--- config.mk ---
export PLATFORM = sky130hd
export DESIGN_NAME = s2p_rx
export DESIGN_NICKNAME = d
export VERILOG_FILES = /design/src/rtl/p2s_pkg.sv /design/src/rtl/s2p_shift.sv /design/src/rtl/s2p_rx.sv
export SDC_FILE = /design/constraint.sdc
export NUM_CORES = 1
export LEC_CHECK = 0
export CORE_ASPECT_RATIO = 1.5
export CORE_MARGIN = 5
export CORE_UTILIZATION = 25
export CTS_CLUSTER_SIZE = 40
export DETAILED_ROUTE_END_ITERATION = 16
export SKIP_CTS_REPAIR_TIMING = 1
export SLEW_MARGIN = 5
export SYNTH_ARGS = -nofsm -noshare
export SYNTH_HDL_FRONTEND = slang
export SYNTH_HIERARCHICAL = 1
export SYNTH_SLANG_ARGS = --single-unit
--- constraint.sdc ---
create_clock -name clk -period 2.3 [get_ports clk]
set_clock_uncertainty 0.15 [all_clocks]
set_input_delay 0.46 -clock clk [delete_from_list [all_inputs] [get_ports clk]]
set_output_delay 0.46 -clock clk [all_outputs]
set_load 0.01 [all_outputs]
--- src/rtl/p2s_pkg.sv ---
// Shared definitions for the P2S serializer and the S2P receiver.
//   P2S_N   : default word width used by both sides of the loopback.
//   state_e : receiver word-framing states (idle, data shift, parity bit).
package p2s_pkg;

    localparam int unsigned P2S_N = 32;

    typedef enum logic [1:0] {
        StIdle  = 2'd0,
        StShift = 2'd1,
        StPar   = 2'd2
    } state_e;

endpackage

--- src/rtl/s2p_shift.sv ---
// N-bit serial-in shift register with bit counter for the S2P receiver.
// Ports:
//   clk, rst_n : clock, asynchronous active-low reset
//   clr        : synchronous clear of counter and register (wins over shift_en)
//   shift_en   : take bit_in on this edge
//   bit_in     : serial data bit
//   word       : current register contents
//   word_next  : contents after inserting bit_in (the completed word when full is high)
//   full       : strobe, high in the cycle whose edge samples the N-th bit
module s2p_shift
    import p2s_pkg::*;
#(
    parameter int unsigned N         = P2S_N,
    parameter bit          MSB_FIRST = 1'b1
) (
    input  logic         clk,
    input  logic         rst_n,
    input  logic         clr,
    input  logic         shift_en,
    input  logic         bit_in,
    output logic [N-1:0] word,
    output logic [N-1:0] word_next,
    output logic         full
);

    localparam int unsigned CntW = (N > 1) ? $clog2(N) : 1;

    logic [N-1:0]    shreg_q;
    logic [CntW-1:0] cnt_q;

    // MSB-first: bits enter at [0] and the first bit ends in [N-1] after N shifts.
    // LSB-first: bits enter at [N-1] and the first bit ends in [0].
    always_comb begin
        if (MSB_FIRST) begin
            word_next = {shreg_q[N-2:0], bit_in};
        end else begin
            word_next = {bit_in, shreg_q[N-1:1]};
        end
    end

    assign full = shift_en && (cnt_q == CntW'(N - 1));
    assign word = shreg_q;

    // The register is not cleared on completion: the next word overwrites it bit by
    // bit, and the parity stage needs the finished word held while the parity bit arrives.
    always_ff @(posedge clk or negedge rst_n) begin
        if (!rst_n) begin
            shreg_q <= '0;
            cnt_q   <= '0;
        end else if (clr) begin
            shreg_q <= '0;
            cnt_q   <= '0;
        end else if (shift_en) begin
            shreg_q <= word_next;
            cnt_q   <= full ? '0 : cnt_q + 1'b1;
        end
    end

endmodule

--- src/rtl/s2p_rx.sv ---
// Serial-to-parallel receiver: rebuilds N-bit words from the p2s ser_out/valid stream
// and offers them on a registered valid/ready output.
// Optional feature: define S2P_PARITY_EN to expect one even-parity bit after each word.
// Ports:
//   clk, rst_n          : clock, asynchronous active-low reset
//   clr                 : synchronous clear of any partial word (outputs untouched)
//   ser_in, ser_valid   : serial bit and its qualifier
//   par_out, out_valid  : last completed word and its valid flag
//   out_ready           : consumer accepts on out_valid & out_ready
//   overrun             : one-cycle pulse when a completed word is dropped
//   parity_err          : parity mismatch of the held word (0 without S2P_PARITY_EN)
module s2p_rx
    import p2s_pkg::*;
#(
    parameter int unsigned N         = P2S_N,
    parameter bit          MSB_FIRST = 1'b1
) (
    input  logic         clk,
    input  logic         rst_n,
    input  logic         clr,
    input  logic         ser_in,
    input  logic         ser_valid,
    output logic [N-1:0] par_out,
    output logic         out_valid,
    input  logic         out_ready,
    output logic         overrun,
    output logic         parity_err
);

    state_e       state_q, state_d;
    logic         shift_en;
    logic         full;
    logic [N-1:0] word, word_next;
    logic         done;
    logic [N-1:0] done_word;

    logic [N-1:0] par_out_q, par_out_d;
    logic         out_valid_q, out_valid_d;
    logic         overrun_q, overrun_d;

`ifdef S2P_PARITY_EN
    logic         done_perr;
    logic         perr_q, perr_d;
    // The parity bit is not shifted into the data register.
    assign shift_en = ser_valid && !clr && (state_q != StPar);
`else
    assign shift_en = ser_valid && !clr;
`endif

    s2p_shift #(
        .N         (N),
        .MSB_FIRST (MSB_FIRST)
    ) u_shift (
        .clk       (clk),
        .rst_n     (rst_n),
        .clr       (clr),
        .shift_en  (shift_en),
        .bit_in    (ser_in),
        .word      (word),
        .word_next (word_next),
        .full      (full)
    );

    // Word framing
    always_comb begin
        state_d   = state_q;
        done      = 1'b0;
        done_word = word_next;
`ifdef S2P_PARITY_EN
        done_perr = 1'b0;
`endif
        if (clr) begin
            state_d = StIdle;
        end else begin
            unique case (state_q)
                StIdle, StShift: begin
                    if (full) begin
`ifdef S2P_PARITY_EN
                        state_d = StPar;
`else
                        done    = 1'b1;
                        state_d = StIdle;
`endif
                    end else if (ser_valid) begin
                        state_d = StShift;
                    end
                end
                StPar: begin
                    done_word = word;
`ifdef S2P_PARITY_EN
                    if (ser_valid) begin
                        done      = 1'b1;
                        done_perr = (^word) ^ ser_in;
                        state_d   = StIdle;
                    end
`else
                    state_d = StIdle;
`endif
                end
                default: state_d = StIdle;
            endcase
        end
    end

    // Output handshake and overrun
    always_comb begin
        par_out_d   = par_out_q;
        out_valid_d = out_valid_q;
        overrun_d   = 1'b0;
`ifdef S2P_PARITY_EN
        perr_d      = perr_q;
`endif
        if (done) begin
            if (out_valid_q && !out_ready) begin
                overrun_d = 1'b1;
            end else begin
                // Covers the same-edge case: the old word is consumed and the new one loads.
                par_out_d   = done_word;
                out_valid_d = 1'b1;
`ifdef S2P_PARITY_EN
                perr_d      = done_perr;
`endif
            end
        end else if (out_valid_q && out_ready) begin
            out_valid_d = 1'b0;
        end
    end

    always_ff @(posedge clk or negedge rst_n) begin
        if (!rst_n) begin
            state_q     <= StIdle;
            par_out_q   <= '0;
            out_valid_q <= 1'b0;
            overrun_q   <= 1'b0;
        end else begin
            state_q     <= state_d;
            par_out_q   <= par_out_d;
            out_valid_q <= out_valid_d;
            overrun_q   <= overrun_d;
        end
    end

`ifdef S2P_PARITY_EN
    always_ff @(posedge clk or negedge rst_n) begin
        if (!rst_n) begin
            perr_q <= 1'b0;
        end else begin
            perr_q <= perr_d;
        end
    end
    assign parity_err = perr_q;
`else
    assign parity_err = 1'b0;
`endif

    assign par_out   = par_out_q;
    assign out_valid = out_valid_q;
    assign overrun   = overrun_q;

endmodule

Word-level counts from Yosys, hierarchy flattened
Index checks and enable logic that the tools add are counted.

word-level totals
  register bits after elaboration = 73
  input bits = 6
  output and inout bits = 35
  logic and storage cells = 44

operators by class
  $add $sub $neg = 1
  equality and inequality tests = 5
  muxes and demuxes = 19
  bitwise operators = 1
  reduce and logical (&&, ||, !) cells = 12

operator list
  kind                                                                     count
  32-bit two-way mux                                                       4
  5-bit two-way mux                                                        3
  1-bit two-way mux                                                        8
  2-bit two-way mux                                                        4
  5-bit by 1-bit adder with 5-bit output, second input constant            1
  5-bit equality test, second input constant                               1
  1-bit logical AND                                                        4
  4-bit by 3-bit inequality test with 1-bit output, second input constant  1
  2-bit AND reduction                                                      2
  2-bit nonzero test                                                       2
  2-bit by 1-bit equality test with 1-bit output, second input constant    1
  2-bit equality test, second input constant                               1
  1-bit zero test                                                          2
  2-bit zero test                                                          1
  2-bit inequality test, second input constant                             1
  2-bit OR reduction                                                       1
  1-bit inverter                                                           1

Logic depth before layout (Yosys ltp)
Gate-level depths: netlist of the first run.

  depth in word-level cells = 8
  mapped depth = 10
  gate-level depth less buffers = 7

Modules after synthesis
Netlist of the first run, hierarchy kept.

modules (own cells, without submodules)
  module     times used  cells each  area each (sq um)  seq. area each (sq um)
  s2p_shift  1           164         1816.7             925.9
  s2p_rx     1           78          1461.4             850.8

Worst setup path before layout of the first run
Ideal clock, no wire load.

  kind = in2reg
  start = input port ser_valid
  end = register par_out_q[0] (netlist: par_out[0])
  setup time = 125 ps
  arrival = 1913 ps
  required time = 2025 ps
  slack = 112 ps
  cell stages on the path = 10
  path buffers = 5
  cells stage by stage = nor2b_1 > buf_2 > buf_4 > buf_6 > and2_1 > nand2b_4 > nor2b_4 > buf_6 > buf_12 > mux2_4

on the way
  longest elaborated chain between the ends = 6

RTL lines
  what                                  line             RTL
  start: declaration                    s2p_rx.sv:22     input logic ser_valid,
  1-bit logical AND                     s2p_rx.sv:47     assign shift_en = ser_valid && !clr;
  1-bit logical AND                     s2p_shift.sv:41  assign full = shift_en && (cnt_q == CntW'(N - 1));
  net full                              s2p_rx.sv:32     logic full;
  1-bit two-way mux                     s2p_rx.sv:77     if (full) begin
  1-bit two-way mux                     s2p_rx.sv:75     unique case (state_q)
  1-bit two-way mux                     s2p_rx.sv:72     if (clr) begin
  2-bit AND reduction (no source line)  n/a
  end signal: assignment                s2p_rx.sv:137    par_out_q <= par_out_d;
  end: declaration                      s2p_rx.sv:37     logic [N-1:0] par_out_q, par_out_d;

The timed path passes the listed nets, and every way through them passes these cells.
A chain may end at the register's enable or synchronous reset.

Worst setup path after layout of the first run
  start = register u_shift.cnt_q[1]
  end = register par_out_q[9] (netlist: par_out[9])

on the way
  longest elaborated chain between the ends = 6

RTL lines
  what                                  line             RTL
  start: declaration                    s2p_shift.sv:29  logic [CntW-1:0] cnt_q;
  start signal: assignment              s2p_shift.sv:55  cnt_q <= full ? '0 : cnt_q + 1'b1;
  5-bit equality test                   s2p_shift.sv:41
  1-bit logical AND                     s2p_shift.sv:41
  net full                              s2p_rx.sv:32
  1-bit two-way mux                     s2p_rx.sv:77
  1-bit two-way mux                     s2p_rx.sv:75
  1-bit two-way mux                     s2p_rx.sv:72
  2-bit AND reduction (no source line)  n/a

The timed path passes the listed nets, and every way through them passes these cells.

==> results of run 1 <==
-- where the power goes --
| part | leakage [nW] | switching [mW] | internal, mW |
|---|---|---|---|
| sequential | 0.977 | 0.00383 | 1.24 |
| clock | 0.152 | 0.508 | 0.898 |
| combinational | 0.679 | 0.0589 | 0.0359 |
-- sequential cells by signal, indices dropped and copies added (netlist names) --
name,flops
par_out,32
u_shift/word,31
u_shift/cnt_q,5
out_valid,1
overrun,1
-- final cells by class --
cell class                      instances  area (µm²)  area share
Tap cell                              159         199      0.0500
Multi-Input combinational cell        123        1140       0.286
Clock inverter                          5        56.3      0.0142
Timing Repair Buffer                   52         577       0.145
Clock buffer                           11         253      0.0636
Sequential cell                        70        1750       0.441
-- path summary, 6_finish.rpt --
kind,slack [ps],startpoint,depth (start not counted),to
max,110,u_shift/cnt_q[1],9,par_out[9]
min,360,par_out[3],1,par_out[3]
max reg2reg,110,u_shift/cnt_q[1],9,par_out[9]
min reg2reg,360,par_out[3],1,par_out[3]
max in group asynchronous,920,rst_n,3,par_out[0]
min in group asynchronous,500,rst_n,2,par_out[19]
-- routing by layer --
layer,part of all wire,vias to the layer above,track usage
met4,0.011,0,0.0350
met1,0.43,836,0.0972
met3,0.048,6,0.0303
li1,-,798,-
met2,0.51,38,0.129
met5,0,-,0
-- cells in the final DEF (no fill, tap or decap), drive strengths merged --
| cell type | n |
|---|---|
| a21oi | 1 |
| a22o | 1 |
| and2 | 1 |
| and3 | 1 |
| buf | 11 |
| bufinv | 1 |
| clkbuf | 13 |
| clkdlybuf4s50 | 38 |
| clkinv | 2 |
| clkinvlp | 1 |
| conb | 1 |
| dfrtp | 70 |
| dlygate4sd3 | 1 |
| ha | 2 |
| inv | 1 |
| mux2 | 33 |
| mux2i | 33 |
| nand2 | 3 |
| nand2b | 4 |
| nand3 | 3 |
| nand3b | 1 |
| nor2 | 36 |
| nor2b | 2 |
| or4 | 1 |
-- metrics by stage --
step	area, µm²	worst slack [ps]	utilization	power [mW]	TNS (ps)
detailed placement	3550	-6.17	0.277	1.36	-27.8
CTS	3860	90.6	0.301	2.79	0
global route	3980	29.6	0.310	2.87	0
global placement	3550	15.1	0.277	1.35	0
finish	3980	107	0.310	2.74	0
floorplan	3240	112	-	1.31	0
==> impl_results.html, run 1 <==
<table>
<tr><th>Metric</th><th>Value</th></tr>
<tr><th colspan="2">Route</th></tr>
<tr><td>Final routed DRC violation total</td><td>0</td></tr>
<tr><td>Antenna Violating Nets Remaining</td><td>0</td></tr>
<tr><td>Total number of vias</td><td>1678</td></tr>
<tr><td>Routed WL per cell</td><td>14.3 µm</td></tr>
<tr><td>Via-per-instance ratio</td><td>approximately 4</td></tr>
<tr><td>Routed Wire Length</td><td>5990 µm</td></tr>
<tr><td>Drt first pass iters</td><td>4</td></tr>
<tr><td>Starting DRT DRC Count</td><td>76</td></tr>
<tr><th colspan="2">Floorplan</th></tr>
<tr><td>DIE AREA</td><td>15400 µm²</td></tr>
<tr><td>Die height</td><td>149 µm</td></tr>
<tr><td>Starting density of the core</td><td>0.253</td></tr>
<tr><td>Boundary Pins</td><td>41</td></tr>
<tr><td>Die W</td><td>103 µm</td></tr>
<tr><td>Std-Cell Core Area</td><td>12800 µm²</td></tr>
<tr><td>Row Count</td><td>51</td></tr>
<tr><th colspan="2">STA</th></tr>
<tr><td>Slew of the pin with the lowest slew margin</td><td>511 ps</td></tr>
<tr><td>Timing-limited maximum frequency</td><td>456 MHz</td></tr>
<tr><td>Final worst-path cycle share</td><td>0.953</td></tr>
<tr><td>Tmin final</td><td>2190 ps</td></tr>
<tr><td>Count of endpoints failing hold in the final timing report</td><td>0</td></tr>
<tr><td>Final setup violation count</td><td>0</td></tr>
<tr><td>Number of slew-limit violations in the final report</td><td>0</td></tr>
<tr><td>Relative slew slack</td><td>0.659</td></tr>
<tr><td>Setup repair after global routing missed its margin</td><td>no</td></tr>
<tr><td>Final Hold Slack</td><td>357 ps</td></tr>
<tr><th colspan="2">Setup path</th></tr>
<tr><td>Endpoint type of the worst setup path</td><td>register</td></tr>
<tr><td>Maximum single-stage delay on the critical path</td><td>390 ps</td></tr>
<tr><td>Cell family contributing the most delay on the critical path</td><td>simple AND/OR/NAND/NOR gates</td></tr>
<tr><td>Ordered list of cells on the worst path</td><td>ha_2 &gt; and3_2 &gt; ha_4 &gt; and2_4 &gt; nand2b_4 &gt; nor2b_4 &gt; buf_12 &gt; clkbuf_16 &gt; mux2_4</td></tr>
<tr><td>Setup Crit Path Kind</td><td>reg2reg</td></tr>
<tr><td>Worst-path fanout max</td><td>7</td></tr>
<tr><td>Element type at the critical path start</td><td>register</td></tr>
<tr><td>CP bufs+invs</td><td>2</td></tr>
<tr><td>Req. time, crit path</td><td>between 2000 and 2500 ps</td></tr>
<tr><td>Crit path arrival time</td><td>2250 ps</td></tr>
<tr><td>Critical-path top delay cell</td><td>sky130_fd_sc_hd__dfrtp_1</td></tr>
<tr><th colspan="2">GRT</th></tr>
<tr><td>Maximum number of pins on one net before global-route repair</td><td>38</td></tr>
<tr><td>Total GRT Usage</td><td>0.0811</td></tr>
<tr><td>Total gr overflow</td><td>0</td></tr>
<tr><td>Global-route wire length before repair</td><td>~9600 µm</td></tr>
<tr><td>Initial antenna violation count</td><td>0</td></tr>
<tr><td>Via count of the first global-routing pass</td><td>1818</td></tr>
<tr><th colspan="2">Layout</th></tr>
<tr><td>Nets</td><td>approximately 260</td></tr>
<tr><td>Fill cell total of the finished layout</td><td>1277</td></tr>
<tr><td>Area growth syn-to-layout</td><td>22.7%</td></tr>
<tr><td>Antenna Diode Count</td><td>0</td></tr>
<tr><td>Count of placed standard cells in the final layout, fillers left out</td><td>420</td></tr>
<tr><td>Share of layout cells above drive strength 1</td><td>0.276</td></tr>
<tr><th colspan="2">Synthesis</th></tr>
<tr><td>Mean area per synthesized cell</td><td>around 14 µm²</td></tr>
<tr><td>Warnings from Yosys</td><td>6</td></tr>
<tr><td>Post-Syn Nets</td><td>247</td></tr>
<tr><td>Summed instance area of the synthesized netlist</td><td>3240 µm²</td></tr>
<tr><td>Number of cells produced by synthesis</td><td>239</td></tr>
<tr><th colspan="2">Flow run</th></tr>
<tr><td>Number of violations of the max-capacitance limit</td><td>0</td></tr>
<tr><th colspan="2">Clocking</th></tr>
<tr><td>Root buffer cell</td><td>sky130_fd_sc_hd__clkbuf_16</td></tr>
<tr><td>Number of H-tree levels</td><td>3</td></tr>
<tr><td>Clock sink total</td><td>70</td></tr>
<tr><td>Clock transition at path regs</td><td>60 ps</td></tr>
<tr><td>Clock tree from TritonCTS</td><td>done</td></tr>
<tr><td>Max clock buf depth</td><td>2</td></tr>
<tr><td>Later-pin clock latency in the skew report</td><td>between 300 and 400 ps</td></tr>
<tr><td>Number of buffers created by CTS</td><td>9</td></tr>
<tr><th colspan="2">Status</th></tr>
<tr><td>Result of the run</td><td>finished clean</td></tr>
<tr><th colspan="2">Power and ir drop</th></tr>
<tr><td>P per Cell Area</td><td>690 nW/µm²</td></tr>
<tr><td>Cell leakage power</td><td>1.81 nW</td></tr>
<tr><td>IR Drop Worst-Case VDD</td><td>0.000246 V</td></tr>
<tr><th colspan="2">Min path</th></tr>
<tr><td>Path class of the lowest-slack min-delay path</td><td>reg2reg</td></tr>
<tr><th colspan="2">Placement</th></tr>
<tr><td>Global placement routability congestion</td><td>around 0.68</td></tr>
<tr><td>Half-perimeter wire length after placement</td><td>3780 µm</td></tr>
<tr><td>Instance count after placement with tap cells included</td><td>398</td></tr>
<tr><td>Total of buffers placed on input and output ports</td><td>39</td></tr>
</table>
(Power assumes the default switching activity.)
==> run 2: changes to the inputs <==
--- a/config.mk
+++ b/config.mk
@@ -14,5 +14,4 @@
 export SLEW_MARGIN = 5
 export SYNTH_ARGS = -nofsm -noshare
 export SYNTH_HDL_FRONTEND = slang
-export SYNTH_HIERARCHICAL = 1
 export SYNTH_SLANG_ARGS = --single-unit
==> run 2 against run 1 <==
The flow now finishes with violations (hold timing). Non-clock buffer count decreased by 7. Combinational power is 8.3% lower. Clock power up 8%. Count of clock-buffer cells in the layout did not move. Critical endpoint is now par_out[19].
==> impl_results.html, run 2 <==
<table>
<tr><th>Metric</th><th>Value</th></tr>
<tr><th colspan="2">Setup path</th></tr>
<tr><td>Element type at the critical path start</td><td>register</td></tr>
<tr><td>Ordered list of cells on the worst path</td><td>ha_1 &gt; and3_1 &gt; ha_2 &gt; nand3b_1 &gt; nor2b_4 &gt; buf_12 &gt; mux2_2</td></tr>
<tr><td>Number of logic stages on the critical path including buffering</td><td>7</td></tr>
<tr><td>Crit path arrival time</td><td>2210 ps</td></tr>
<tr><td>Setup Crit Path Kind</td><td>reg2reg</td></tr>
<tr><td>Endpoint type of the worst setup path</td><td>register</td></tr>
<tr><td>Timing startpoint of the critical path</td><td>u_shift.cnt_q[0]</td></tr>
<tr><td>Worst-path fanout max</td><td>17</td></tr>
<tr><td>Req. time, crit path</td><td>roughly 2400 ps</td></tr>
<tr><td>Critical-path top delay cell</td><td>sky130_fd_sc_hd__dfrtp_1</td></tr>
<tr><td>Maximum single-stage delay on the critical path</td><td>410 ps</td></tr>
<tr><td>Cell family contributing the most delay on the critical path</td><td>simple AND/OR/NAND/NOR gates</td></tr>
<tr><td>CP bufs+invs</td><td>1</td></tr>
<tr><td>Reg-to-Reg Start</td><td>u_shift.cnt_q[0]</td></tr>
<tr><td>Register-to-register setup slack</td><td>~150 ps</td></tr>
<tr><td>Cell count of the worst reg-to-reg path</td><td>7</td></tr>
<tr><th colspan="2">Synthesis</th></tr>
<tr><td>Cell type contributing the most total cell area after synthesis</td><td>sky130_fd_sc_hd__dfrtp_1</td></tr>
<tr><td>Portion of the post-synthesis area used by sequential elements</td><td>0.626</td></tr>
<tr><td>Summed instance area of the synthesized netlist</td><td>2800 µm²</td></tr>
<tr><td>Synth Register Bits</td><td>70</td></tr>
<tr><td>Primary flip-flop cell chosen by synthesis mapping</td><td>sky130_fd_sc_hd__dfrtp_1</td></tr>
<tr><td>Share of flip-flops with an asynchronous set or reset</td><td>1.00</td></tr>
<tr><td>Mean area per synthesized cell</td><td>13.6 µm²</td></tr>
<tr><td>Number of cells produced by synthesis</td><td>between 200 and 250</td></tr>
<tr><td>Netlist cell types</td><td>25</td></tr>
<tr><td>Post-Syn Nets</td><td>between 200 and 250</td></tr>
<tr><td>Most frequent cell after synthesis</td><td>sky130_fd_sc_hd__dfrtp_1</td></tr>
<tr><td>Portion of synthesized cell area occupied by the leading cell type</td><td>0.626</td></tr>
<tr><td>Cells taking the most area after synthesis</td><td>sky130_fd_sc_hd__dfrtp_1 63%, sky130_fd_sc_hd__mux2i_1 12%, sky130_fd_sc_hd__mux2_2 9.7%, sky130_fd_sc_hd__nor2_1 4.7%, sky130_fd_sc_hd__mux2_1 3.2%</td></tr>
<tr><td>Warnings from Yosys</td><td>0</td></tr>
<tr><td>Synth cell count leaders</td><td>70 x sky130_fd_sc_hd__dfrtp_1, 35 x sky130_fd_sc_hd__nor2_1, 33 x sky130_fd_sc_hd__mux2i_1, 24 x sky130_fd_sc_hd__mux2_2, 8 x sky130_fd_sc_hd__mux2_1</td></tr>
<tr><td>Number of flops mapped to enable cells by yosys</td><td>0</td></tr>
<tr><th colspan="2">STA</th></tr>
<tr><td>Tmin final</td><td>2150 ps</td></tr>
<tr><td>Timing-limited maximum frequency</td><td>roughly 460 MHz</td></tr>
<tr><td>Slew of the pin with the lowest slew margin</td><td>506 ps</td></tr>
<tr><td>Final setup violation count</td><td>0</td></tr>
<tr><td>Setup repair after global routing missed its margin</td><td>no</td></tr>
<tr><td>Count of endpoints failing hold in the final timing report</td><td>11</td></tr>
<tr><td>Relative slew slack</td><td>0.663</td></tr>
<tr><td>Number of slew-limit violations in the final report</td><td>0</td></tr>
<tr><td>Final Hold Slack</td><td>-23.6 ps</td></tr>
<tr><td>Final worst-path cycle share</td><td>0.936</td></tr>
<tr><td>Sum Neg Setup Slack</td><td>0 ps</td></tr>
<tr><th colspan="2">Layout</th></tr>
<tr><td>Area growth syn-to-layout</td><td>32.3%</td></tr>
<tr><td>Most common cell after layout, fill and taps aside</td><td>sky130_fd_sc_hd__dfrtp_1</td></tr>
<tr><td>Share of layout cells above drive strength 1</td><td>0.202</td></tr>
<tr><td>Top library cells by usage in the layout, fill and taps aside</td><td>70 x sky130_fd_sc_hd__dfrtp_1, 37 x sky130_fd_sc_hd__clkdlybuf4s50_1, 35 x sky130_fd_sc_hd__nor2_1</td></tr>
<tr><td>Flip-flop count of the largest register after layout</td><td>32</td></tr>
<tr><td>Antenna Diode Count</td><td>0</td></tr>
<tr><td>Nets</td><td>256</td></tr>
<tr><td>Fill cell total of the finished layout</td><td>about 1100</td></tr>
<tr><th colspan="2">Placement</th></tr>
<tr><td>Half-perimeter wire length after placement</td><td>3390 µm</td></tr>
<tr><td>Global placement routability congestion</td><td>0.677</td></tr>
<tr><td>Total of buffers placed on input and output ports</td><td>39</td></tr>
<tr><th colspan="2">Route</th></tr>
<tr><td>Via-per-instance ratio</td><td>4.11</td></tr>
<tr><td>Starting DRT DRC Count</td><td>29</td></tr>
<tr><td>Antenna Violating Nets Remaining</td><td>0</td></tr>
<tr><td>Routed WL per cell</td><td>~13 µm</td></tr>
<tr><td>Total number of vias</td><td>around 1600</td></tr>
<tr><td>Final routed DRC violation total</td><td>0</td></tr>
<tr><td>Drt first pass iters</td><td>4</td></tr>
<tr><td>Routed Wire Length</td><td>around 5300 µm</td></tr>
<tr><th colspan="2">Floorplan</th></tr>
<tr><td>Die height</td><td>140 µm</td></tr>
<tr><td>Die W</td><td>96.4 µm</td></tr>
<tr><td>Std-Cell Core Area</td><td>11000 µm²</td></tr>
<tr><td>Boundary Pins</td><td>41</td></tr>
<tr><td>Row Count</td><td>47</td></tr>
<tr><td>DIE AREA</td><td>13500 µm²</td></tr>
<tr><td>Starting density of the core</td><td>0.254</td></tr>
<tr><th colspan="2">Clocking</th></tr>
<tr><td>Number of H-tree levels</td><td>3</td></tr>
<tr><td>Clock transition at path regs</td><td>60 ps</td></tr>
<tr><td>Max clock buf depth</td><td>2</td></tr>
<tr><td>Number of buffers created by CTS</td><td>9</td></tr>
<tr><td>Clock sink total</td><td>70</td></tr>
<tr><td>Clock tree from TritonCTS</td><td>done</td></tr>
<tr><td>Later-pin clock latency in the skew report</td><td>330 ps</td></tr>
<tr><td>Root buffer cell</td><td>sky130_fd_sc_hd__clkbuf_16</td></tr>
<tr><th colspan="2">GRT</th></tr>
<tr><td>Global-route wire length before repair</td><td>9170 µm</td></tr>
<tr><td>Maximum number of pins on one net before global-route repair</td><td>71</td></tr>
<tr><td>Via count of the first global-routing pass</td><td>1764</td></tr>
<tr><td>Total GRT Usage</td><td>0.0905</td></tr>
<tr><td>Total gr overflow</td><td>0</td></tr>
<tr><td>Initial antenna violation count</td><td>0</td></tr>
<tr><th colspan="2">Power and ir drop</th></tr>
<tr><td>P per Cell Area</td><td>770 nW/µm²</td></tr>
<tr><td>IR Drop Worst-Case VDD</td><td>a little under 0.0004 V</td></tr>
<tr><td>Cell leakage power</td><td>1.79 nW</td></tr>
<tr><th colspan="2">Status</th></tr>
<tr><td>Result of the run</td><td>finished, violations left</td></tr>
<tr><td>Violated checks</td><td>hold timing</td></tr>
<tr><th colspan="2">Min path</th></tr>
<tr><td>Path class of the lowest-slack min-delay path</td><td>in2async</td></tr>
<tr><th colspan="2">Flow run</th></tr>
<tr><td>Number of violations of the max-capacitance limit</td><td>0</td></tr>
</table>
## run 2: through the flow
step	cells	worst slack [ps]	util	instance area [µm²]	total power [mW]
after floorplan	205	265	-	2800	1.31
final	400	147	0.337	3700	2.85
after global placement	383	150	0.305	3360	1.35
after global routing	400	26.5	0.337	3700	2.98
after CTS	399	73.5	0.336	3690	2.90
after detailed placement	383	88.2	0.305	3360	1.36
## run 2: logic make-up (layout without fill, tap and decap cells)
group | after synthesis | after routing | synth area share
flops | 70 | 70 | 0.626
simple gates | 47 | 47 | 0.0725
buf+inv | 14 | 62 | 0.0322
other cells | 1 | 1 | 0.00134
fa+ha+maj | 2 | 2 | 0.00894
mux | 65 | 65 | 0.247
compound gates | 6 | 6 | 0.0121
## run 2: layer usage
layer  share of wire  wire, µm  up-vias  global-route usage
li1                -         -      784                   -
met1            0.45      2410      815               0.108
met2            0.48      2530       38               0.135
met3           0.056       297        6              0.0459
met4           0.016        85        0              0.0421
met5               0         0        -                   0
## run 2: final cells by class
type                            count  area, µm²  share of cell area
Clock inverter                      5       81.3              0.0220
Clock buffer                       11        253              0.0683
Tap cell                          147        184              0.0497
Timing Repair Buffer               45        463               0.125
Multi-Input combinational cell    121        966               0.261
Inverter                            1       3.75             0.00101
Sequential cell                    70       1750               0.473
## run 2: final timing paths
| path | to |
|---|---|
| max | par_out[19] |
| min | u_shift.cnt_q[4] |
| max reg2reg | par_out[19] |
| min reg2reg | par_out[11] |
| max in group asynchronous | u_shift.word[27] |
| min in group clk | par_out[11] |
## run 2: report_power, final
group,switching [mW],leakage [nW],internal [mW],total (mW)
combinational,0.0579,0.656,0.0289,0.0869
clock,0.515,0.162,1.01,1.52
sequential,0.00563,0.976,1.24,1.24
total,0.578,1.79,2.27,2.85
